File: config.mk
export PLATFORM = sky130hd
export DESIGN_NAME = cacheline_adapter
export DESIGN_NICKNAME = d
export VERILOG_FILES = /design/src/rtl/cache_types_pkg.sv /design/src/rtl/cacheline_adapter.sv
export SDC_FILE = /design/constraint.sdc
export NUM_CORES = 1
export LEC_CHECK = 0
export CAP_MARGIN = 0
export CELL_PAD_IN_SITES_DETAIL_PLACEMENT = 1
export CELL_PAD_IN_SITES_GLOBAL_PLACEMENT = 2
export CORE_AREA = 2 2 288 290
export CTS_BUF_LIST = sky130_fd_sc_hd__clkbuf_4
export DETAILED_ROUTE_END_ITERATION = 10
export DIE_AREA = 0 0 290 292
export PLACE_DENSITY_LB_ADDON = 0.1
export SLEW_MARGIN = 20
export SYNTH_ARGS = -nofsm -noshare
export SYNTH_HDL_FRONTEND = slang
export SYNTH_SLANG_ARGS = --single-unit
File: constraint.sdc
create_clock -name clk -period 11.1 [get_ports clk]
set_input_delay 1.665 -clock clk [delete_from_list [all_inputs] [get_ports clk]]
set_output_delay 1.665 -clock clk [all_outputs]
set_load 0.05 [all_outputs]
File: src/rtl/cache_types_pkg.sv
// Shared types and sizing for the cache line <-> burst memory adapter.
package cache_types;

  localparam int ADDR_WIDTH       = 32;
  localparam int LINE_WIDTH       = 256;
  localparam int BEAT_WIDTH       = 64;
  localparam int BEATS            = LINE_WIDTH / BEAT_WIDTH;
  localparam int LINE_OFFSET_BITS = 5;
  localparam int LINE_ADDR_WIDTH  = ADDR_WIDTH - LINE_OFFSET_BITS;
  localparam int BEAT_CNT_WIDTH   = $clog2(BEATS);

  typedef enum logic [2:0] {
    IDLE,
    RD_REQ,
    RD_WAIT,
    WR_BURST,
    RESP
  } adapter_state_t;

  // Rebuild a full byte address from a line address (offset bits zeroed).
  function automatic logic [ADDR_WIDTH-1:0] line_base(input logic [LINE_ADDR_WIDTH-1:0] line_addr);
    return {line_addr, {LINE_OFFSET_BITS{1'b0}}};
  endfunction

endpackage

File: src/rtl/cacheline_adapter.sv
// Converts single 256-bit cache line reads/writes into 4-beat bursts on the
// burst memory port, and assembles returning read beats back into a line.
module cacheline_adapter
  import cache_types::*;
(
  input  logic                  clk,
  input  logic                  rst,
  input  logic [ADDR_WIDTH-1:0] dfp_addr,
  input  logic                  dfp_read,
  input  logic                  dfp_write,
  input  logic [LINE_WIDTH-1:0] dfp_wdata,
  output logic [LINE_WIDTH-1:0] dfp_rdata,
  output logic                  dfp_resp,
  output logic [ADDR_WIDTH-1:0] bmem_addr,
  output logic                  bmem_read,
  output logic                  bmem_write,
  output logic [BEAT_WIDTH-1:0] bmem_wdata,
  input  logic                  bmem_ready,
  input  logic [ADDR_WIDTH-1:0] bmem_raddr,
  input  logic [BEAT_WIDTH-1:0] bmem_rdata,
  input  logic                  bmem_rvalid
);

  adapter_state_t                  state, state_next;
  logic [BEAT_CNT_WIDTH-1:0]       beat_cnt;
  logic [LINE_ADDR_WIDTH-1:0]      line_addr;
  // One buffer serves both directions: holds the write line during a burst,
  // or collects read beats. is_read selects whether RESP exposes it.
  logic [BEATS-1:0][BEAT_WIDTH-1:0] line_buf;
  logic                            is_read;
  logic                            beat_hit;
  logic                            unused_offset;

  // Line offset bits of the request address carry no information here.
  assign unused_offset = ^dfp_addr[LINE_OFFSET_BITS-1:0];

  // A returning beat only counts if it belongs to the line we asked for.
  assign beat_hit = bmem_rvalid && (bmem_raddr == line_base(line_addr));

  // State, beat counter and line/address capture.
  always_ff @(posedge clk or posedge rst) begin
    if (rst) begin
      state     <= IDLE;
      beat_cnt  <= '0;
      line_addr <= '0;
      line_buf  <= '0;
      is_read   <= 1'b0;
    end else begin
      state <= state_next;
      case (state)
        IDLE: begin
          if (dfp_write) begin
            line_addr <= dfp_addr[ADDR_WIDTH-1:LINE_OFFSET_BITS];
            line_buf  <= dfp_wdata;
            beat_cnt  <= '0;
            is_read   <= 1'b0;
          end else if (dfp_read) begin
            line_addr <= dfp_addr[ADDR_WIDTH-1:LINE_OFFSET_BITS];
            beat_cnt  <= '0;
            is_read   <= 1'b1;
          end
        end
        RD_REQ: begin
          if (bmem_ready) beat_cnt <= '0;
        end
        RD_WAIT: begin
          if (beat_hit) begin
            line_buf[beat_cnt] <= bmem_rdata;
            beat_cnt           <= beat_cnt + 1'b1;
          end
        end
        WR_BURST: begin
          if (bmem_ready) beat_cnt <= beat_cnt + 1'b1;
        end
        default: ;
      endcase
    end
  end

  // Next-state selection and all port outputs; everything idles at zero.
  always_comb begin
    state_next = state;
    dfp_rdata  = '0;
    dfp_resp   = 1'b0;
    bmem_addr  = '0;
    bmem_read  = 1'b0;
    bmem_write = 1'b0;
    bmem_wdata = '0;
    case (state)
      IDLE: begin
        // Write wins if the cache ever raises both.
        if (dfp_write)     state_next = WR_BURST;
        else if (dfp_read) state_next = RD_REQ;
      end
      RD_REQ: begin
        bmem_read = 1'b1;
        bmem_addr = line_base(line_addr);
        if (bmem_ready) state_next = RD_WAIT;
      end
      RD_WAIT: begin
        if (beat_hit && beat_cnt == BEAT_CNT_WIDTH'(BEATS-1)) state_next = RESP;
      end
      WR_BURST: begin
        bmem_write = 1'b1;
        bmem_addr  = line_base(line_addr);
        bmem_wdata = line_buf[beat_cnt];
        if (bmem_ready && beat_cnt == BEAT_CNT_WIDTH'(BEATS-1)) state_next = RESP;
      end
      RESP: begin
        // The cache still holds its request here; going straight to IDLE
        // without looking at dfp_read/dfp_write avoids re-accepting it.
        dfp_resp   = 1'b1;
        dfp_rdata  = is_read ? line_buf : '0;
        state_next = IDLE;
      end
      default: state_next = IDLE;
    endcase
  end

endmodule

==> results of run 1 <==
cell type report:
type	count	area, um2
diodes	25	62.56
flip-flops and latches	289	7241
well taps	1070	1339
inverters	4	22.52
repair buffers	757	7552
fillers	9291	55450
multi-input cells	1301	8695
clock buffers	155	1164
clock inverters	12	62.56
through the flow:
step	power (W)	util [%]	worst slack, ns	cells	cell area [um2]
floorplan	0.001113	-	1.458	1770	16930
global placement	0.001285	30.41	5.419	3420	24810
detailed placement	0.001285	30.45	5.412	3421	24840
CTS	0.002491	31.95	4.637	3588	26070
global route	0.002561	32.03	4.475	3610	26130
finish	0.002434	32.04	4.825	3613	26140
metal layers:
metal  vias to the layer above  part of all wire (%)  GRT usage (%)  routed length, um
met5                         -                  0.15              0                149
met4                        22                   2.4          7.762               2427
met3                       143                   7.4          7.749               7369
met2                       638                    50          38.97              49270
met1                      8889                    40          26.55              39900
li1                       7787                     -              -                  -
sequential cells by signal, summed over array words and instances, names as in the netlist:
register   count
line_buf     256
state          3
line_addr     27
beat_cnt       2
is_read        1
Yosys cell counts, drive strengths merged (3+ instances only):
master and n:
mux4 64, and3 65, xnor2 13, nor2 262
a21oi 258, nand2b 4, nand4 8, and2 285
nor4 5, dfrtp 289, o22ai 257, buf 70
inv 4, xor2 16, ha 4, nor2b 3
mux2 27, clkbuf 106, nand2 8
worst paths after layout:
check	startpoint	endpoint	slack, ns	depth (start not counted)
worst max register to register	state[1]$_DFFE_PP0P_	line_buf[197]$_DFFE_PP0P_	6.06	8
min in group asynchronous	rst	line_buf[12]$_DFFE_PP0P_	1.35	2
worst min-delay path	is_read$_DFFE_PP0P_	is_read$_DFFE_PP0P_	0.51	2
worst min register to register	is_read$_DFFE_PP0P_	is_read$_DFFE_PP0P_	0.51	2
max in group asynchronous	rst	line_addr[4]$_DFFE_PP0P_	8.26	3
worst max-delay path	state[1]$_DFFE_PP0P_	dfp_rdata[106]	4.83	6
cell families after synthesis:
family	count (synthesis)
and+or+nand+nor	649
AOI/OAI and AO/OA	523
DFF	289
buffers and inverters	180
muxes	91
xor gates and xnor gates	29
adders and majority gates	4
other	1
where the power goes:
group / switching, W / internal [W] / total [W]
clock network: 0.000547 / 0.000623 / 0.00117
logic: 0.0000755 / 0.000131 / 0.000207
registers: 0.00000400 / 0.00105 / 0.00106
total: 0.000626 / 0.00181 / 0.00243
worst max-delay path, stage by stage, from the launching register on:
cell	delay, ns
dfrtp_2	0.79
nor2_1	0.34
and3_4	0.56
buf_4	0.56
buf_16	0.31
and2_1	0.17
clkdlybuf4s50_1	0.93
==> impl_metrics.py, run 1 <==
metrics = {
    "sta": {
        "setup_tns_ns": 0,
        "hold-worst-slack_ns": 0.5061,
        "hold_viol": 0,
        "rsz0062_at_grt": "no",
        "setup_viol": 0,
        "skew_ns": 0.07905,
        "drv_slew": 0,
        "finalCritPeriodShare_pct": 56.53,
        "fin_crit_ns": 6.275,
        "slew_headroom_pct": 24.54,
        "clock.fmax_mhz": 159.4,
        "tightestPinTransition_ns": 1.132,
    },
    "synth": {
        "yosys.area.top_type": "dfrtp_1",
        "seq_area_frac_synth_pct": 42.76,
        "synth.cell_area_mm2": 0.01691,
        "synth.avg_cell_area_um2": 9.577,
        "synth_top_cells_by_area": "dfrtp_1, and2_1, o22ai_1",
        "async_reset_ff_share_pct": 100.0,
        "syn_inst": 1766,
        "synth_compound_area_share_pct": 18.26,
        "ys_types": 43,
        "yosysWarnings": 0,
        "synth_top_family_by_area": "simple AND/OR/NAND/NOR gates",
        "ys.flop_type": "dfrtp_1",
        "netlist.area_leader.share_pct": 42.76,
        "synth_xor_xnor_area_share_pct": 1.502,
        "synthAdderAreaFrac_pct": 0.2959,
        "muxShareOfSynthArea_pct": 10.32,
        "synth-simple-area-share_pct": 20.74,
        "synth-edff-count": 0,
        "ys_ff_latch": 289,
    },
    "route": {
        "drc": 0,
        "avgViaCountPerCell": 4.838,
        "drt_iter0_drc": 870,
        "drtAntennaViolNets": 0,
        "drt_first_pass_iters": 5,
        "routedWlPerCell_um": 27.43,
        "vias": 17480,
        "drt_wl_total_um": 99120,
    },
    "worst_setup_path": {
        "crit_required_ns": 9.44,
        "crit_path_max_fanout": 64,
        "crit_type": "flop to output port",
        "end_kind": "output port",
        "cp.arrival_ns": 4.61,
        "crit_path_start_kind": "flop",
    },
    "die": {
        "die_w_um": 290,
        "die_h_um": 292,
        "start_util_pct": 20.73,
        "die_area_mm2": 0.08468,
        "num_io_pins": 745,
        "design.core.area_mm2": 0.08158,
        "rows": 105,
    },
    "cts": {
        "ctsHoldBuffers": 0,
        "worst_skew_pair.late_latency_ns": 0.90,
        "cts_root_buf": "clkbuf_4",
        "cts_tree": "yes",
        "htreeDepth": 3,
        "clock_path_buffers": 3,
        "clk_pin_slew_ns": 0.06,
        "cts_inserted_buffers": 98,
        "clkSinkCount": 289,
        "cts_setup_buffers": 0,
        "cts_resized": 0,
    },
    "placement": {
        "finalWeightedCongestion": 0.8309,
        "io_buffers": 734,
        "place_hpwl_um": 65940,
    },
    "cells_and_area": {
        "drive_gt1_share_pct": 12.51,
        "final_cell_mix": "clkdlybuf4s50_1, dfrtp_1, and2_1, nor2_1, a21oi_1",
        "final_common_cell": "clkdlybuf4s50_1",
        "synthToLayoutAreaGrowth_pct": 54.55,
        "layout.nets": 2845,
    },
    "power_and_ir_drop": {
        "powerDensity_mw_per_mm2": 93.14,
        "cellLeakagePower_nw": 10.99,
        "ir_drop_mv": 0.04475,
    },
    "global_route": {
        "grt.total_usage_pct": 22.77,
        "grt_pass1_wl_um": 140700,
        "antenna_found_initial": 33,
        "overflow": 0,
        "grt_pass1_vias": 19100,
        "grt_max_degree": 146,
    },
    "run": {
        "maxCapViolCount": 0,
    },
    "status": {
        "outcome": "completed",
    },
    "min_path": {
        "hp-class": "flop to flop",
    },
}
Note: power is estimated with default switching activity, not from simulation.
==> run 2, diff against run 1 <==
clock period = 6.1 ns   (was 11.1 ns; I/O delays follow)
==> run 2 against run 1 <==
First-iteration DRC count fell by 13%. Global-route usage down 0.060 points. Highest routed layer unchanged. Critical path depth decreased by 1. Sequential cell count stayed put. Largest cell class unchanged. Die area unchanged. Sequential power up 82%. Critical endpoint is now dfp_rdata[45]. Utilization is 0.11 points higher. Non-clock buffer count up 11. Cell area is 0.35% higher. Wire length is 0.32% lower. Via count shrank 1.1%.
==> impl_metrics.py, run 2 (synthesis gave the netlist of run 1 again) <==
metrics = {
    "sta": {
        "clock.fmax_mhz": 196.0,
        "setup_tns_ns": 0,
        "fin_crit_ns": 5.103,
        "drv_slew": 0,
        "tightestPinTransition_ns": 1.097,
        "setup_viol": 0,
        "skew_ns": 0.05318,
        "hold_viol": 0,
        "rsz0062_at_grt": "no",
        "slew_headroom_pct": 26.84,
        "finalCritPeriodShare_pct": 83.66,
    },
    "placement": {
        "dp_cells": 3432,
        "placed_cell_area_mm2": 0.02501,
        "finalWeightedCongestion": 0.8097,
        "io_buffers": 734,
        "place_hpwl_um": 67030,
    },
    "global_route": {
        "antenna_found_initial": 29,
        "grt_pass1_vias": 19010,
        "overflow": 0,
        "grt.total_usage_pct": 22.71,
        "grt_max_degree": 127,
        "grt_pass1_wl_um": 140400,
    },
    "cells_and_area": {
        "stdcell_count": 3609,
        "largestRegisters": "line_buf x256, line_addr x27, state x3",
        "layout.nets": 2852,
        "top_register": "line_buf",
        "synthToLayoutAreaGrowth_pct": 55.09,
        "design_area_mm2": 0.02623,
        "fillers": 9286,
        "largest_register_ffs": 256,
        "final_cell_mix": "clkdlybuf4s50_1, dfrtp_1, and2_1, nor2_1, a21oi_1",
        "drive_gt1_share_pct": 12.51,
        "final_common_cell": "clkdlybuf4s50_1",
    },
    "worst_setup_path": {
        "startpoint": "state[0]$_DFFE_PP0P_",
        "r2r_start": "state[1]$_DFFE_PP0P_",
        "crit_type": "flop to output port",
        "end_kind": "output port",
        "r2r_cells": 8,
        "crit_path_start_kind": "flop",
        "crit_path_end": "dfp_rdata[45]",
        "timing.rr.end": "line_buf[125]$_DFFE_PP0P_",
        "crit_required_ns": 5.18,
        "r2r_slack_ns": 2.39,
        "cp.arrival_ns": 4.19,
        "crit_path_max_fanout": 93,
    },
    "die": {
        "die_w_um": 290,
        "design.core.area_mm2": 0.08158,
        "start_util_pct": 20.73,
        "rows": 105,
        "die_h_um": 292,
        "num_io_pins": 745,
        "die_area_mm2": 0.08468,
    },
    "power_and_ir_drop": {
        "power_w": 0.004382,
        "sequentialPowerShare_pct": 44.0,
        "swShare_pct": 25.70,
        "ir_drop_mv": 0.09442,
        "p_int_w": 0.003256,
        "cellLeakagePower_nw": 11.03,
        "p_comb_share_pct": 8.6,
        "clkPwrFrac_pct": 47.5,
        "switchingPower_w": 0.001126,
        "powerDensity_mw_per_mm2": 167.1,
    },
    "route": {
        "drc": 0,
        "drt_iter0_drc": 757,
        "vias": 17280,
        "avgViaCountPerCell": 4.787,
        "routedWlPerCell_um": 27.38,
        "drt_first_pass_iters": 5,
        "drtAntennaViolNets": 0,
        "drt_wl_total_um": 98800,
    },
    "cts": {
        "clk_pin_slew_ns": 0.06,
        "cts_setup_buffers": 0,
        "htreeDepth": 3,
        "cts_resized": 0,
        "worst_skew_pair.late_latency_ns": 0.88,
        "cts_tree": "yes",
        "clkSinkCount": 289,
        "clock_path_buffers": 3,
        "cts_root_buf": "clkbuf_4",
        "cts_inserted_buffers": 94,
        "ctsHoldBuffers": 0,
    },
    "min_path": {
        "hp-class": "input pin to async pin",
    },
    "run": {
        "maxCapViolCount": 0,
    },
    "status": {
        "outcome": "completed",
    },
}
run 2: how the worst min path moves through the flow:
stage | startpoint | to | slack (ns) | cells after the start
floorplan | is_read$_DFFE_PP0P_ | is_read$_DFFE_PP0P_ | 0.45 | 2
global placement | is_read$_DFFE_PP0P_ | is_read$_DFFE_PP0P_ | 0.49 | 2
detailed placement | is_read$_DFFE_PP0P_ | is_read$_DFFE_PP0P_ | 0.50 | 2
CTS | rst | line_buf[77]$_DFFE_PP0P_ | 0.30 | 2
global route | rst | line_buf[77]$_DFFE_PP0P_ | 0.31 | 2
finish | rst | line_buf[77]$_DFFE_PP0P_ | 0.36 | 2
run 2: power groups by stage:
| stage | registers (W) | clock network [W] | logic, W |
|---|---|---|---|
| final | 0.00193 | 0.00208 | 0.000375 |
| after detailed placement | 0.00196 | 0 | 0.000379 |
| after floorplan | 0.00195 | 0 | 0.0000719 |
| after CTS | 0.00193 | 0.00217 | 0.000381 |
| after global routing | 0.00193 | 0.00226 | 0.000401 |
| after global placement | 0.00196 | 0 | 0.000379 |
run 2: through the flow:
step / hold slack [ns] / utilization [%] / setup WS, ns
finish: 0.3639 / 32.15 / 0.9968
global placement: 0.4897 / 30.61 / 1.584
floorplan: 0.4550 / - / 1.352
detailed placement: 0.5036 / 30.66 / 1.526
CTS: 0.2963 / 32.09 / 0.8957
global route: 0.3077 / 32.14 / 0.7088
run 2: area by class of cell:
cell class	count	area [um2]	area share [%]
multi-input cells	1301	8686	33.11
repair buffers	768	7727	29.46
flip-flops and latches	289	7241	27.60
well taps	1070	1339	5.104
clock buffers	144	1081	4.121
clock inverters	12	85.08	0.3244
diodes	21	52.55	0.2003
inverters	4	18.77	0.07155
run 2: per-layer routing:
| layer | up-vias | GRT usage [%] | share of wire, % |
|---|---|---|---|
| met4 | 26 | 7.088 | 2.5 |
| met5 | - | 0 | 0.18 |
| met3 | 152 | 8.015 | 7.2 |
| li1 | 7788 | - | - |
| met1 | 8741 | 26.19 | 40 |
| met2 | 571 | 39.31 | 50 |
run 2: critical path: stages, from the launching register on:
cell	delay, ns
dfrtp_1	0.47
nor2_1	0.24
and3_4	0.88
buf_4	0.48
and2_1	0.19
clkdlybuf4s50_1	0.94
==> run 3, diff against run 2 <==
CORE_AREA = 2 2 291 293   (was 2 2 288 290)
DIE_AREA = 0 0 293 295   (was 0 0 290 292)
clock period = 4.66 ns   (was 6.1 ns; I/O delays follow)
==> run 3 against run 2 <==
Combinational power grew 34%. Hold slack better by 0.089 ns. Largest power group unchanged. Clock skew increased by 0.016 ns. Utilization is 0.41 points lower. Via count up 0.44%. Wire length shrank 0.47%.
==> impl_metrics.py, run 3 (synthesis gave the netlist of run 1 again) <==
metrics = {
    "power_and_ir_drop": {
        "p_int_w": 0.004247,
        "swShare_pct": 25.81,
        "powerDensity_mw_per_mm2": 216.8,
        "switchingPower_w": 0.001477,
        "p_comb_share_pct": 8.8,
        "clkPwrFrac_pct": 47.3,
        "cellLeakagePower_nw": 11.10,
        "ir_drop_mv": 0.1140,
        "sequentialPowerShare_pct": 44.0,
    },
    "cells_and_area": {
        "largestRegisters": "line_buf x256, line_addr x27, state x3",
        "synthToLayoutAreaGrowth_pct": 56.07,
        "fillers": 9460,
        "stdcell_count": 3633,
        "multi_input_area_mm2": 0.008686,
        "layout.nets": 2865,
        "ff_latch_area_mm2": 0.007241,
        "largest_register_ffs": 256,
        "drive_gt1_share_pct": 12.93,
        "final_common_cell": "clkdlybuf4s50_1",
        "design_area_mm2": 0.02640,
        "top_register": "line_buf",
        "final_cell_mix": "clkdlybuf4s50_1, dfrtp_1, and2_1, nor2_1, a21oi_1",
    },
    "status": {
        "outcome": "completed",
    },
    "cts": {
        "worst_skew_pair.late_latency_ns": 0.86,
        "ctsHoldBuffers": 0,
        "htreeDepth": 3,
        "clk_pin_slew_ns": 0.06,
        "clkSinkCount": 289,
        "cts_setup_buffers": 0,
        "cts_root_buf": "clkbuf_4",
        "clock_path_buffers": 3,
        "cts_tree": "yes",
        "cts_resized": 0,
        "cts_inserted_buffers": 94,
    },
    "sta": {
        "hold-worst-slack_ns": 0.4529,
        "skew_ns": 0.06939,
        "setup_viol": 0,
        "clock.fmax_mhz": 234.0,
        "fin_crit_ns": 4.274,
        "hold_viol": 0,
        "drv_slew": 0,
        "tightestPinTransition_ns": 0.8135,
        "finalCritPeriodShare_pct": 91.72,
        "setup_tns_ns": 0,
        "rsz0062_at_grt": "no",
        "slew_headroom_pct": 45.77,
    },
    "global_route": {
        "grt_pass1_wl_um": 138900,
        "grt_pass1_vias": 18830,
        "antenna_found_initial": 35,
        "overflow": 0,
        "grt.total_usage_pct": 22.10,
        "grt_max_degree": 120,
    },
    "placement": {
        "io_buffers": 734,
        "placed_cell_area_mm2": 0.02518,
        "finalWeightedCongestion": 0.8297,
        "dp_cells": 3455,
        "place_hpwl_um": 68180,
    },
    "route": {
        "drc": 0,
        "drt_iter0_drc": 679,
        "drtAntennaViolNets": 0,
        "drt_first_pass_iters": 5,
        "vias": 17350,
        "drt_wl_total_um": 98340,
        "routedWlPerCell_um": 27.07,
        "avgViaCountPerCell": 4.777,
    },
    "worst_setup_path": {
        "cp.arrival_ns": 3.57,
        "crit_path_max_fanout": 31,
        "crit_required_ns": 3.96,
        "crit_type": "flop to output port",
        "crit_path_start_kind": "flop",
        "end_kind": "output port",
    },
    "die": {
        "rows": 106,
        "die_h_um": 295,
        "design.core.area_mm2": 0.08316,
        "num_io_pins": 745,
        "die_area_mm2": 0.08644,
        "die_w_um": 293,
        "start_util_pct": 20.34,
    },
    "min_path": {
        "hp-class": "input pin to flop",
    },
    "run": {
        "maxCapViolCount": 0,
    },
}
==> run 3: changes by cell type in the layout (fill, tap and decap cells not counted), moves of 2 or more <==
cell	change
diode_2	+3
buf_4	+8
buf_12	+5
clkbuf_4	-2
==> run 3: path summary, 6_finish.rpt <==
path                                          from                   endpoint  slack [ns]  depth (start not counted)
setup reg to reg              state[2]$_DFFE_PP0P_   line_buf[98]$_DFFE_PP0P_        1.68                          7
hold / removal                        dfp_addr[28]  line_addr[23]$_DFFE_PP0P_        0.45                          2
max in group asynchronous                      rst  line_buf[141]$_DFFE_PP0P_        3.47                          3
hold reg to reg                is_read$_DFFE_PP0P_        is_read$_DFFE_PP0P_        0.51                          2
setup / recovery           beat_cnt[0]$_DFFE_PP0P_             bmem_wdata[47]        0.39                          4
min in group asynchronous                      rst    beat_cnt[0]$_DFFE_PP0P_        0.50                          3
==> run 3: area by class of cell <==
type                            count  share of cell area [%]
Inverter                            4                 0.07110
Timing Repair Buffer              781                   29.88
Antenna cell                       24                  0.2275
Tap cell                         1080                   5.119
Sequential cell                   289                   27.43
Multi-Input combinational cell   1301                   32.91
Clock inverter                     12                  0.3223
Clock buffer                      142                   4.039
==> run 3: layer usage <==
| metal | vias to the layer above | GRT usage (%) | part of all wire [%] | wire length (um) |
|---|---|---|---|---|
| li1 | 7831 | - | - | - |
| met1 | 8752 | 25.31 | 39 | 38590 |
| met2 | 579 | 38.46 | 50 | 49390 |
| met3 | 158 | 8.081 | 8.0 | 7904 |
| met4 | 34 | 6.504 | 2.3 | 2248 |
| met5 | - | 0 | 0.21 | 207 |
==> run 3: worst max-delay path: stages (launching register included) <==
cell and delay (ns):
dfrtp_4 0.94, buf_12 0.31, mux4_2 0.53, and3_1 0.20, clkdlybuf4s50_1 0.75
==> run 3: power groups by stage <==
stage	registers (W)	logic [W]	clock network (W)
final	0.00252	0.000502	0.00271
after global routing	0.00251	0.000534	0.00297
after floorplan	0.00256	0.0000942	0
after detailed placement	0.00256	0.000507	0
after global placement	0.00256	0.000508	0
after CTS	0.00252	0.000510	0.00285
==> run 3: through the flow <==
step | setup slack (ns) | utilization [%] | power (W)
after floorplan | 0.1278 | - | 0.002652
after global placement | 0.9486 | 30.29 | 0.003071
after detailed placement | 0.9194 | 30.29 | 0.003070
after CTS | 0.1927 | 31.67 | 0.005874
after global routing | 0.1332 | 31.72 | 0.006016
final | 0.3861 | 31.74 | 0.005724
==> variant 1 (settings of run 2) <==
Change the package constant `LINE_OFFSET_BITS` from 5 to 6.
--- a/src/rtl/cache_types_pkg.sv
+++ b/src/rtl/cache_types_pkg.sv
@@ -6,5 +6,5 @@
   localparam int BEAT_WIDTH       = 64;
   localparam int BEATS            = LINE_WIDTH / BEAT_WIDTH;
-  localparam int LINE_OFFSET_BITS = 5;
+  localparam int LINE_OFFSET_BITS = 6;
   localparam int LINE_ADDR_WIDTH  = ADDR_WIDTH - LINE_OFFSET_BITS;
   localparam int BEAT_CNT_WIDTH   = $clog2(BEATS);
Function: changed (a bounded check fails within 4 cycles, from zero or initial values and one cycle with rst high).
==> variant 1 against run 2 <==
  * Synthesized area up 14%
  * Cell area grew 9.4%
  * Setup slack improved by 0.13 ns
  * Sequential cell count decreased by 1
  * Fmax up 2.5%
  * Synthesized cell count rose by 16%
  * Wire length is 3.3% higher
  * Via count is 8.9% higher
  * Register-to-register slack got worse by 0.53 ns
Power is not compared: it rests on default switching activity, and its combinational part moved more than twofold at a synthesized area within 25%.
==> variant 1: results (changes against run 2) <==
----------------------------------------------------
[Status]
  Outcome ... finished, final reports clean (unchanged)

[Synth]
  Mapped Cells ... 2044 (was 1766)
  Sequential element share of the synthesized area ... 37.50% (was 42.76%)
  Most instantiated cells after synthesis ... 288 x dfrtp_1, 284 x and2_1, 259 x nor2_1 (was 289 x dfrtp_1, 285 x and2_1, 262 x nor2_1)
  Top area cells in the synthesized netlist ... dfrtp_1 38%, a21oi_2 11%, nand3b_1 10% (was dfrtp_1 43%, and2_1 11%, o22ai_1 8.7%)
  Complex-gate fraction of the synthesized area ... 18.77% (was 18.26%)
  Post-Synth Adder-Cell Area ... 0.2605% (was 0.2959%)
  Parity-gate share of the synthesized area counting xor and xnor cells ... 1.231% (was 1.502%)
  Number of distinct standard cells referenced by the synthesized netlist ... 37 (was 43)

[Place]
  Post-Place Worst Slack ... 1.585 ns (was 1.526 ns)
  Detail Placement HPWL ... 69.45 mm (was 67.03 mm)
  RePlAce Congestion ... 0.8295 (was 0.8097)
  Post-Place Cell Area ... 0.02733 sq mm (was 0.02501 sq mm)

[GRT]
  Met2 GRT Util ... 42.29% (was 39.31%)
  First-pass GRT wire length ... 147.7 mm (was 140.4 mm)
  Pin count of the biggest net entering global routing ... 277 (was 127)
  Via count of the first global-routing pass ... 20420 (was 19010)
  Combined global-route utilization of all metal layers ... 23.61% (was 22.71%)

[Final layout]
  Final layout net count ... 3109 (was 2852)
  Final Non-Filler Cells ... 3878 (was 3609)
  Fill cells ... 9339 (was 9286)
  Biggest registers after layout ... line_buf x256, line_addr x26, state x3 (was line_buf x256, line_addr x27, state x3)
  Share of cells above drive strength 1 ... 18.62% (was 12.51%)

[STA]
  Worst slack on hold paths ... 0.3488 ns (was 0.3639 ns)
  Fin Clk Skew ... 0.07454 ns (was 0.05318 ns)
  Worst path setup slack after routing ... 1.123 ns (was 0.9968 ns)

[Critical path]
  CP delay by family, top ... simple AND/OR/NAND/NOR gates (was buffers and inverters)
  Master of the slowest instance on the critical path ... and3_4 (was clkdlybuf4s50_1)
  Setup slack of the worst register-to-register path ... 1.86 ns (was 2.39 ns)
  Worst flop-to-flop path endpoint ... line_buf[230] (was line_buf[125])
  Arrival time reported for the critical path endpoint ... 4.06 ns (was 4.19 ns)

[Routing]
  Aggregate routed wire length ... 102.1 mm (was 98.80 mm)
  Metal3 WL ... 6.686 mm (was 7.162 mm)
  Routed met1 length ... 41.19 mm (was 39.53 mm)
  Number of design-rule violations left by the first detailed-router iteration ... 791 (was 757)
  Routed length on met2 ... 52.27 mm (was 49.42 mm)

[Clock network]
  Number of buffers added by the clock tree synthesis step ... 97 (was 94)

----------------------------------------------------
## variant 1: changes by cell type after synthesis, moves of 21 or more
cell / delta
a21oi_1: -240
a21oi_2: +240
buf_4: +25
clkbuf_1: +32
mux2_1: +26
mux2_2: -27
nand3b_1: +256
o21ai_0: +256
o22ai_1: -236
o22ai_2: -21
## variant 1: area by class of cell
class	count	share of cell area, %
Inverter	7	0.1047
Tap cell	1070	4.667
Multi-Input combinational cell	1546	38.30
Antenna cell	21	0.1832
Clock inverter	23	0.5932
Timing Repair Buffer	775	27.13
Sequential cell	288	25.15
Clock buffer	148	3.873
## variant 1: power by group through the flow
stage | combinational, mW | sequential, mW | clock (mW)
CTS | 7.88 | 3.81 | 2.38
floorplan | 5.67 | 3.30 | 0
detailed placement | 7.86 | 3.84 | 0
finish | 7.80 | 3.79 | 2.26
global route | 8.44 | 3.94 | 2.48
global placement | 7.71 | 3.79 | 0
==> variant 2 (settings of run 2) <==
Made on the original files. The 5 states of `adapter_state_t` get a one-hot encoding in 5 bits.
--- a/src/rtl/cache_types_pkg.sv
+++ b/src/rtl/cache_types_pkg.sv
@@ -10,10 +10,10 @@
   localparam int BEAT_CNT_WIDTH   = $clog2(BEATS);
 
-  typedef enum logic [2:0] {
-    IDLE,
-    RD_REQ,
-    RD_WAIT,
-    WR_BURST,
-    RESP
+  typedef enum logic [4:0] {
+    IDLE     = 5'b00001,
+    RD_REQ   = 5'b00010,
+    RD_WAIT  = 5'b00100,
+    WR_BURST = 5'b01000,
+    RESP     = 5'b10000
   } adapter_state_t;
 
Check against the original RTL: same outputs for any inputs over 4 cycles, from zero or initial values and one cycle with rst high; so few cycles prove little.
==> variant 2 against run 2 <==
  * Wire length rose by 14%
  * Sequential share of layout area shrank 1.8 points
  * Cell area rose by 7.9%
  * Sequential cell count increased by 2
  * Synthesized area up 13%
  * Count of clock-buffer cells in the layout fell by 2
  * Setup slack improved by 0.17 ns
  * Highest routed layer unchanged
  * Largest cell class unchanged
Power is not compared: it rests on default switching activity, and its combinational part moved more than twofold at a synthesized area within 25%.
==> variant 2: results (changes against run 2) <==
----------------------------------------------------
[GRT]
  Met2 GRT Util ... 43.59% (was 39.31%)
  Initial antenna violation count ... 33 (was 29)
  GR met3 Demand/Resource ... 7.102% (was 8.015%)
  Combined global-route utilization of all metal layers ... 25.89% (was 22.71%)

[Routing]
  Aggregate routed wire length ... 112.7 mm (was 98.80 mm)
  Routed met1 length ... 46.58 mm (was 39.53 mm)
  Number of design-rule violations left by the first detailed-router iteration ... 1191 (was 757)

[Critical path]
  Critical path launch point ... state[2] (was state[0])
  Worst flop-to-flop path endpoint ... line_buf[224] (was line_buf[125])
  Arrival time reported for the critical path endpoint ... 4.01 ns (was 4.19 ns)
  Launch instance of the worst register-to-register path ... state[3] (was state[1])
  Worst setup endpoint ... dfp_rdata[126] (was dfp_rdata[45])
  Slowest cell delay on critical path ... 0.91 ns (was 0.94 ns)

[Synth]
  Post-Synth Adder-Cell Area ... 0.2620% (was 0.2959%)
  Share of cell area taken by muxes after synthesis ... 9.138% (was 10.32%)
  Complex-gate fraction of the synthesized area ... 16.77% (was 18.26%)
  Top area cells in the synthesized netlist ... dfrtp_1 38%, and3_1 13%, o221a_2 9.3% (was dfrtp_1 43%, and2_1 11%, o22ai_1 8.7%)
  Number of distinct standard cells referenced by the synthesized netlist ... 42 (was 43)
  Most common cell in the netlist ... nand2_1 (was dfrtp_1)
  Total of flip-flops plus latches after synthesis ... 291 (was 289)
  Parity-gate share of the synthesized area counting xor and xnor cells ... 1.284% (was 1.502%)

[Final layout]
  Share of cells above drive strength 1 ... 16.59% (was 12.51%)
  Biggest registers after layout ... line_buf x256, line_addr x27, state x5 (was line_buf x256, line_addr x27, state x3)
  Data-path buffer share of cell area in the final layout ... 27.48% (was 29.46%)
  Number of non-clock inverters ... 5 (was 4)
  Number of diodes added for antenna fixing ... 24 (was 21)
  Non-Clock Buffer Count ... 774 (was 768)
  Sequential cell area ... 0.007296 sq mm (was 0.007241 sq mm)
  Clock network share of area ... 4.103% (was 4.446%)
  Fill cells ... 9291 (was 9286)
  Footprint of the multi-input gates ... 0.01064 sq mm (was 0.008686 sq mm)
  Number of clock buffers in the layout ... 142 (was 144)
  Final layout net count ... 3122 (was 2852)

[STA]
  Fin Clk Skew ... 0.08640 ns (was 0.05318 ns)
  Worst slack on hold paths ... 0.4403 ns (was 0.3639 ns)
  Worst path setup slack after routing ... 1.172 ns (was 0.9968 ns)
  Max-slew headroom at the worst pin ... 21.11% (was 26.84%)

[Place]
  Post-Place Cell Area ... 0.02705 sq mm (was 0.02501 sq mm)
  RePlAce Congestion ... 0.7967 (was 0.8097)
  Detail Placement HPWL ... 71.60 mm (was 67.03 mm)

[Clock network]
  Number of buffers added by the clock tree synthesis step ... 97 (was 94)

[Status]
  Outcome ... finished, final reports clean (unchanged)

----------------------------------------------------
[variant 2: cell count changes in the layout (fill, tap and decap cells not counted), moves of 193 or more]
cell | run 2 | this run
o22ai_1 | 236 | 0
and2_1 | 284 | 29
and3_1 | 64 | 385
nand2_1 | 3 | 388
nand3_1 | 2 | 195
nor2_1 | 262 | 4
[variant 2: worst min-delay path by stage]
| stage | start | endpoint | depth (start not counted) |
|---|---|---|---|
| 6_report | rst | line_buf[74] | 2 |
| 5_1_grt | rst | line_buf[11] | 2 |
| 4_1_cts | rst | line_buf[201] | 2 |
| 3_5_place_dp | line_buf[247] | line_buf[247] | 2 |
| 3_3_place_gp | line_buf[205] | line_buf[205] | 2 |
| 2_1_floorplan | line_buf[192] | line_buf[192] | 2 |
[variant 2: metrics by stage]
step,cells,util [%]
3_5_place_dp,3698,33.16
3_3_place_gp,3698,33.16
6_report,3885,34.69
5_1_grt,3881,34.67
4_1_cts,3860,34.58
2_1_floorplan,2095,-
